[config.mk]
export PLATFORM = sky130hd
export DESIGN_NAME = key_event_decoder
export DESIGN_NICKNAME = d
export VERILOG_FILES = /design/src/rtl/key_event_pkg.sv /design/src/rtl/key_event_hold.sv /design/src/rtl/key_event_decoder.sv
export SDC_FILE = /design/constraint.sdc
export NUM_CORES = 1
export LEC_CHECK = 0
export BUFFER_PORTS_ARGS = -buffer_cell sky130_fd_sc_hd__buf_2
export CAP_MARGIN = 40
export CORE_UTILIZATION = 60
export DETAILED_ROUTE_END_ITERATION = 10
export GPL_TIMING_DRIVEN = 0
export PLACE_DENSITY = 0.79
export SYNTH_ARGS = -nofsm -noshare
export SYNTH_HDL_FRONTEND = slang
export SYNTH_SLANG_ARGS = --single-unit
[constraint.sdc]
create_clock -name clk -period 4.9 [get_ports clk]
set_input_delay 1.47 -clock clk [delete_from_list [all_inputs] [get_ports clk]]
set_output_delay 1.47 -clock clk [all_outputs]
set_load 0.005 [all_outputs]
[src/rtl/key_event_pkg.sv]
// Shared types for the key gesture decoder: event codes, FSM states and a
// small elaboration-time helper.
package key_event_pkg;

  typedef logic [2:0] evt_code_t;

  localparam evt_code_t EVT_NONE   = 3'd0;
  localparam evt_code_t EVT_CLICK  = 3'd1;
  localparam evt_code_t EVT_DOUBLE = 3'd2;
  localparam evt_code_t EVT_LONG   = 3'd3;
  localparam evt_code_t EVT_REPEAT = 3'd4;

  typedef enum logic [2:0] {
    IDLE,
    HELD1,
    GAP,
    HELD2,
    LONG_HELD
  } state_t;

  function automatic int max3(input int a, input int b, input int c);
    int m;
    m = (a > b) ? a : b;
    return (m > c) ? m : c;
  endfunction

endpackage

[src/rtl/key_event_hold.sv]
// One-entry valid/ready holding register for decoded events; a load while
// full and not being accepted is discarded and flagged with a drop pulse.
module key_event_hold #(
  parameter int W = 3
) (
  input  logic         clk,
  input  logic         rst_n,
  input  logic         load_i,
  input  logic [W-1:0] code_i,
  input  logic         ready_i,
  output logic         valid_o,
  output logic [W-1:0] code_o,
  output logic         drop_o
);

  logic         valid_q, valid_d;
  logic [W-1:0] code_q, code_d;
  logic         drop_q, drop_d;

  always_comb begin
    valid_d = valid_q;
    code_d  = code_q;
    drop_d  = 1'b0;
    if (load_i && (!valid_q || ready_i)) begin
      valid_d = 1'b1;
      code_d  = code_i;
    end else if (load_i) begin
      drop_d = 1'b1;
    end else if (valid_q && ready_i) begin
      valid_d = 1'b0;
      code_d  = '0;
    end
  end

  always_ff @(posedge clk) begin
    if (!rst_n) begin
      valid_q <= 1'b0;
      code_q  <= '0;
      drop_q  <= 1'b0;
    end else begin
      valid_q <= valid_d;
      code_q  <= code_d;
      drop_q  <= drop_d;
    end
  end

  assign valid_o = valid_q;
  assign code_o  = code_q;
  assign drop_o  = drop_q;

endmodule

[src/rtl/key_event_decoder.sv]
// Classifies a debounced key level into CLICK / DOUBLE / LONG events.
// Define KEY_REPEAT_EN to also emit periodic REPEAT events while held after LONG.
module key_event_decoder #(
  parameter int   CLK_FREQ     = 65_000_000,
  parameter int   LONG_MS      = 1000,
  parameter int   GAP_MS       = 250,
  parameter int   REPEAT_MS    = 200,
  parameter logic ACTIVE_LEVEL = 1'b0
) (
  input  logic       clk,
  input  logic       rst_n,
  input  logic       key_i,
  output logic       key_pressed,
  output logic       evt_valid,
  input  logic       evt_ready,
  output logic [2:0] evt_code,
  output logic       evt_drop
);

  import key_event_pkg::*;

  localparam int CYC_PER_MS = CLK_FREQ / 1000;
  localparam int LONG_CYC   = CYC_PER_MS * LONG_MS;
  localparam int GAP_CYC    = CYC_PER_MS * GAP_MS;
  localparam int REPEAT_CYC = CYC_PER_MS * REPEAT_MS;
  localparam int CNT_W      = $clog2(max3(LONG_CYC, GAP_CYC, REPEAT_CYC));

  localparam logic [CNT_W-1:0] LONG_TC = CNT_W'(LONG_CYC - 1);
  localparam logic [CNT_W-1:0] GAP_TC  = CNT_W'(GAP_CYC - 1);
`ifdef KEY_REPEAT_EN
  localparam logic [CNT_W-1:0] REPEAT_TC = CNT_W'(REPEAT_CYC - 1);
`endif

  logic             key_q, key_d;
  state_t           state_q, state_d;
  logic [CNT_W-1:0] cnt_q, cnt_d;
  logic             is_press, is_release;
  logic             emit, cnt_rst;
  evt_code_t        emit_code;

  always_comb begin
    key_d      = key_i;
    is_press   = (key_i == ACTIVE_LEVEL) && (key_q != ACTIVE_LEVEL);
    is_release = (key_i != ACTIVE_LEVEL) && (key_q == ACTIVE_LEVEL);
  end

  always_comb begin
    state_d   = state_q;
    emit      = 1'b0;
    emit_code = EVT_NONE;
    cnt_rst   = 1'b0;
    case (state_q)
      IDLE: if (is_press) state_d = HELD1;
      HELD1: begin
        if (is_release) begin
          state_d = GAP;
        end else if (cnt_q == LONG_TC) begin
          emit      = 1'b1;
          emit_code = EVT_LONG;
          state_d   = LONG_HELD;
        end
      end
      // A press landing on the gap's terminal count still closes the CLICK,
      // but must start the next gesture here since IDLE would miss the edge.
      GAP: begin
        if (cnt_q == GAP_TC) begin
          emit      = 1'b1;
          emit_code = EVT_CLICK;
          state_d   = is_press ? HELD1 : IDLE;
        end else if (is_press) begin
          state_d = HELD2;
        end
      end
      HELD2: begin
        if (is_release) begin
          emit      = 1'b1;
          emit_code = EVT_DOUBLE;
          state_d   = IDLE;
        end
      end
      LONG_HELD: begin
        if (is_release) begin
          state_d = IDLE;
`ifdef KEY_REPEAT_EN
        end else if (cnt_q == REPEAT_TC) begin
          emit      = 1'b1;
          emit_code = EVT_REPEAT;
          cnt_rst   = 1'b1;
`endif
        end
      end
      default: state_d = IDLE;
    endcase
  end

  // Counter restarts on every state entry and saturates instead of wrapping.
  always_comb begin
    cnt_d = cnt_q;
    if ((state_d != state_q) || cnt_rst) begin
      cnt_d = '0;
    end else if (cnt_q != {CNT_W{1'b1}}) begin
      cnt_d = cnt_q + CNT_W'(1);
    end
  end

  always_ff @(posedge clk) begin
    if (!rst_n) begin
      key_q   <= ~ACTIVE_LEVEL;
      state_q <= IDLE;
      cnt_q   <= '0;
    end else begin
      key_q   <= key_d;
      state_q <= state_d;
      cnt_q   <= cnt_d;
    end
  end

  assign key_pressed = (key_q == ACTIVE_LEVEL);

  key_event_hold #(
    .W (3)
  ) u_hold (
    .clk     (clk),
    .rst_n   (rst_n),
    .load_i  (emit),
    .code_i  (emit_code),
    .ready_i (evt_ready),
    .valid_o (evt_valid),
    .code_o  (evt_code),
    .drop_o  (evt_drop)
  );

endmodule
==> flow_results.xml <==
<?xml version="1.0" encoding="UTF-8"?>
<metrics>
  <group name="synthesis">
    <metric name="post_synth_and_or_nand_nor_area_fraction" unit="">0.3444</metric>
    <metric name="postSynth.asyncResetShare" unit="">0</metric>
    <metric name="netlist_area" unit="µm²">1918</metric>
    <metric name="yosysWarnings" unit="">0</metric>
    <metric name="synthesis.instances" unit="">227</metric>
    <metric name="synth_compound_gate_area_share" unit="">0.1807</metric>
    <metric name="yosys.cell_types.count" unit="">53</metric>
    <metric name="synth_flop_cell" unit="">sky130_fd_sc_hd__dfxtp_1</metric>
    <metric name="synth_top_family_by_area" unit="">simple AND/OR/NAND/NOR gates</metric>
    <metric name="ys_seq_elements" unit="">34</metric>
    <metric name="synth_fa_ha_area_frac" unit="">0.006523</metric>
    <metric name="postSynthAreaPerCell" unit="µm²">8.450</metric>
    <metric name="synth_nets" unit="">232</metric>
    <metric name="count_of_flip_flops_with_a_built_in_enable_after_synthesis" unit="">0</metric>
    <metric name="yosys-mux-area-fraction" unit="">0.02153</metric>
    <metric name="synth_seq_area_share" unit="">0.3549</metric>
    <metric name="synth-xor-area-share" unit="">0.04110</metric>
  </group>
  <group name="clocking">
    <metric name="post_cts_buffers" unit="">0</metric>
    <metric name="tritoncts_buffers" unit="">5</metric>
    <metric name="clk-insertion-delay-late" unit="ns">0.34</metric>
    <metric name="ctsHoldBuffers" unit="">0</metric>
    <metric name="clock-root-buffer" unit="">sky130_fd_sc_hd__clkbuf_4</metric>
    <metric name="cts_num_sinks" unit="">34</metric>
    <metric name="clockBufferDepth" unit="">2</metric>
    <metric name="cts_htree_levels" unit="">2</metric>
    <metric name="post_cts_resize_count" unit="">0</metric>
    <metric name="worst_setup_hold_path_clk_slew" unit="ns">0.10</metric>
    <metric name="cts_tree" unit="">yes</metric>
  </group>
  <group name="global_routing">
    <metric name="grt_pass1_wl" unit="µm">7445</metric>
    <metric name="grt_antenna_before_repair" unit="">0</metric>
    <metric name="grt_pass1_vias" unit="">1666</metric>
    <metric name="globalRouteOverflowTotal" unit="">0</metric>
    <metric name="globalRouteTotalUtil" unit="">0.2880</metric>
    <metric name="grt_start_max_net_pins" unit="">11</metric>
  </group>
  <group name="floorplan">
    <metric name="die_h" unit="µm">58.54</metric>
    <metric name="num_io_pins" unit="">10</metric>
    <metric name="floorplan.rows" unit="">20</metric>
    <metric name="floorplan_die_area" unit="µm²">3427</metric>
    <metric name="die_w" unit="µm">58.54</metric>
    <metric name="core_area" unit="µm²">3053</metric>
    <metric name="floorplan.initialDensity" unit="">0.6283</metric>
  </group>
  <group name="sta">
    <metric name="fin_setup_tns" unit="ns">0</metric>
    <metric name="final_critical_path_setup_slack" unit="ns">2.163</metric>
    <metric name="finalHoldViolations" unit="">0</metric>
    <metric name="final_period_minus_worst_setup_slack" unit="ns">2.737</metric>
    <metric name="slew_violations" unit="">0</metric>
    <metric name="min_period_over_period" unit="">0.5586</metric>
    <metric name="grt_setup_unrepaired" unit="">false</metric>
    <metric name="slew-limit-headroom" unit="">0.5840</metric>
    <metric name="clock-skew-final" unit="ns">0.01057</metric>
    <metric name="max_slew.worst_pin.slew" unit="ns">0.6226</metric>
    <metric name="fmax_achieved" unit="MHz">365.4</metric>
    <metric name="final-setup-viol-count" unit="">0</metric>
  </group>
  <group name="cells_and_area">
    <metric name="antenna_cells_inserted" unit="">0</metric>
    <metric name="layout.cells.most_common_list" unit="">sky130_fd_sc_hd__dfxtp_1 (34), sky130_fd_sc_hd__nor2_1 (17), sky130_fd_sc_hd__a21oi_1 (16), sky130_fd_sc_hd__nand2_1 (13), sky130_fd_sc_hd__o21ai_0 (12)</metric>
    <metric name="design.final.nets" unit="">248</metric>
    <metric name="fillerInstances" unit="">277</metric>
    <metric name="seq_area" unit="µm²">680.7</metric>
    <metric name="layout_commonest_cell" unit="">sky130_fd_sc_hd__dfxtp_1</metric>
    <metric name="multi_input_comb_area" unit="µm²">1144</metric>
    <metric name="share_of_cells_above_drive_strength_1" unit="">0.1523</metric>
    <metric name="layout-area-overhead-vs-synth" unit="%">7.828</metric>
  </group>
  <group name="placement">
    <metric name="gpl.final_weighted_congestion" unit="">0.8574</metric>
    <metric name="post-dp-hpwl" unit="µm">3055</metric>
    <metric name="dp_slack" unit="ns">1.834</metric>
    <metric name="port_buffers" unit="">8</metric>
  </group>
  <group name="power_and_ir_drop">
    <metric name="combinationalPowerShare" unit="">0.062</metric>
    <metric name="swShare" unit="">0.2363</metric>
    <metric name="share_seq_of_total_power" unit="">0.624</metric>
    <metric name="power_report.internal_total" unit="mW">0.3447</metric>
    <metric name="net-switching-power" unit="mW">0.1067</metric>
    <metric name="clock_power_share" unit="">0.314</metric>
    <metric name="power_leakage" unit="nW">0.6540</metric>
    <metric name="cellPowerDensity" unit="nW/µm²">218.3</metric>
    <metric name="ir_drop" unit="mV">0.1590</metric>
  </group>
  <group name="drt">
    <metric name="antenna_left" unit="">0</metric>
    <metric name="drt_iter0_markers" unit="">147</metric>
    <metric name="routed_wire_length_per_instance" unit="µm">14.74</metric>
    <metric name="via_count" unit="">1769</metric>
    <metric name="detail_route.first_pass.iterations" unit="">4</metric>
    <metric name="vias_per_cell" unit="">6.164</metric>
    <metric name="route.detailed.drc" unit="">0</metric>
    <metric name="route.final.wire_length" unit="µm">4231</metric>
  </group>
  <group name="setup_path">
    <metric name="cp_data_required_time" unit="ns">5.13</metric>
    <metric name="worst-path-max-fanout" unit="">10</metric>
    <metric name="setup_crit_path_kind" unit="">input pin to flop</metric>
    <metric name="critical_path_launch_point_type" unit="">input pin</metric>
    <metric name="worst-endpoint-arrival" unit="ns">2.97</metric>
    <metric name="worstSetupEndpointType" unit="">flop</metric>
  </group>
  <group name="status">
    <metric name="run_status" unit="">completed</metric>
  </group>
  <group name="hold_path">
    <metric name="min-delay-path-class" unit="">flop to flop</metric>
  </group>
  <group name="job">
    <metric name="cap_violations" unit="">0</metric>
  </group>
</metrics>
metrics by stage:
stage / std cells / utilization / instance area (µm²) / power [mW] / hold slack, ns
detailed placement: 280 / 0.6627 / 2023 / 0.3160 / 0.4982
CTS: 287 / 0.6775 / 2068 / 0.4555 / 0.5154
global route: 287 / 0.6775 / 2068 / 0.4753 / 0.5406
floorplan: 227 / - / 1918 / 0.3081 / 0.4640
global placement: 279 / 0.6594 / 2013 / 0.3156 / 0.4853
finish: 287 / 0.6775 / 2068 / 0.4514 / 0.5230
layout make-up:
type | count | share of cell area
repair buffers | 9 | 0.02420
multi-input cells | 175 | 0.5529
plain buffers | 10 | 0.03085
well taps | 44 | 0.02662
clock buffers | 7 | 0.02178
flip-flops and latches | 34 | 0.3291
inverters | 8 | 0.01452
worst max-delay path: stages:
cell	delay, ns
sky130_fd_sc_hd__buf_2	0.12
sky130_fd_sc_hd__nor2b_1	0.17
sky130_fd_sc_hd__nor3b_1	0.54
sky130_fd_sc_hd__a221o_1	0.27
sky130_fd_sc_hd__buf_4	0.18
sky130_fd_sc_hd__buf_6	0.16
sky130_fd_sc_hd__nor2_1	0.06
sequential cells by signal (all words and copies together), names as in the netlist:
name / flops
cnt_q: 26
state_q: 3
u_hold.code_o: 2
key_q: 1
u_hold.drop_o: 1
u_hold.valid_o: 1
per-layer routing:
metal	wire [µm]	share of wire	global-route usage
met5	0	0	0
met4	57	0.013	0.09524
met3	200	0.047	0.09670
met2	1967	0.46	0.4680
met1	2007	0.47	0.3592
power by group through the flow:
stage	registers (mW)	clock network [mW]	logic, mW
final	0.282	0.142	0.0281
after CTS	0.282	0.146	0.0280
after floorplan	0.288	0	0.0205
after detailed placement	0.288	0	0.0279
after global routing	0.282	0.162	0.0312
after global placement	0.288	0	0.0277
cells in the mapped netlist (2+ instances only):
cell type | number | area, µm²
sky130_fd_sc_hd__nor3_1 | 4 | 20.02
sky130_fd_sc_hd__and3_1 | 2 | 12.51
sky130_fd_sc_hd__and2_1 | 2 | 12.51
sky130_fd_sc_hd__a311oi_1 | 2 | 17.52
sky130_fd_sc_hd__mux2i_1 | 3 | 30.03
sky130_fd_sc_hd__or3_1 | 10 | 62.56
sky130_fd_sc_hd__o21ai_0 | 12 | 60.06
sky130_fd_sc_hd__nand3_1 | 9 | 45.04
sky130_fd_sc_hd__nor3b_1 | 2 | 15.01
sky130_fd_sc_hd__or4_1 | 8 | 60.06
sky130_fd_sc_hd__a211oi_1 | 2 | 15.01
sky130_fd_sc_hd__nor4_2 | 4 | 50.05
sky130_fd_sc_hd__nand2b_1 | 4 | 25.02
sky130_fd_sc_hd__or2_2 | 3 | 18.77
sky130_fd_sc_hd__buf_6 | 2 | 22.52
sky130_fd_sc_hd__nor2b_1 | 3 | 18.77
sky130_fd_sc_hd__dfxtp_1 | 34 | 680.7
sky130_fd_sc_hd__or3b_2 | 2 | 17.52
sky130_fd_sc_hd__nand2_1 | 13 | 48.80
sky130_fd_sc_hd__o31ai_1 | 7 | 52.55
sky130_fd_sc_hd__buf_4 | 3 | 22.52
sky130_fd_sc_hd__o311ai_0 | 4 | 35.03
sky130_fd_sc_hd__nor2_1 | 17 | 63.81
sky130_fd_sc_hd__clkbuf_1 | 4 | 15.01
sky130_fd_sc_hd__a21oi_1 | 16 | 80.08
sky130_fd_sc_hd__or4_4 | 2 | 22.52
sky130_fd_sc_hd__nand4_1 | 10 | 62.56
sky130_fd_sc_hd__and4_1 | 2 | 17.52
sky130_fd_sc_hd__xor2_1 | 8 | 70.07
sky130_fd_sc_hd__nor4_1 | 4 | 25.02
sky130_fd_sc_hd__inv_1 | 7 | 26.28
path summary, 6_finish.rpt:
check | startpoint | slack [ns] | cells after the start | to
worst max-delay path | key_i | 2.16 | 7 | cnt_q[14]
worst min-delay path | cnt_q[3] | 0.52 | 2 | cnt_q[3]
worst max register to register | cnt_q[0] | 2.58 | 8 | cnt_q[14]
worst min register to register | cnt_q[3] | 0.52 | 2 | cnt_q[3]
cells by family after synthesis:
logic type / Yosys count
other: 1
adder cells (fa/ha/maj): 1
multiplexers: 4
AO/OA/AOI/OAI: 53
flip-flops: 34
buffers and inverters: 18
AND/OR/NAND/NOR: 107
XOR/XNOR: 9
Note: power is estimated with default switching activity, not from simulation.
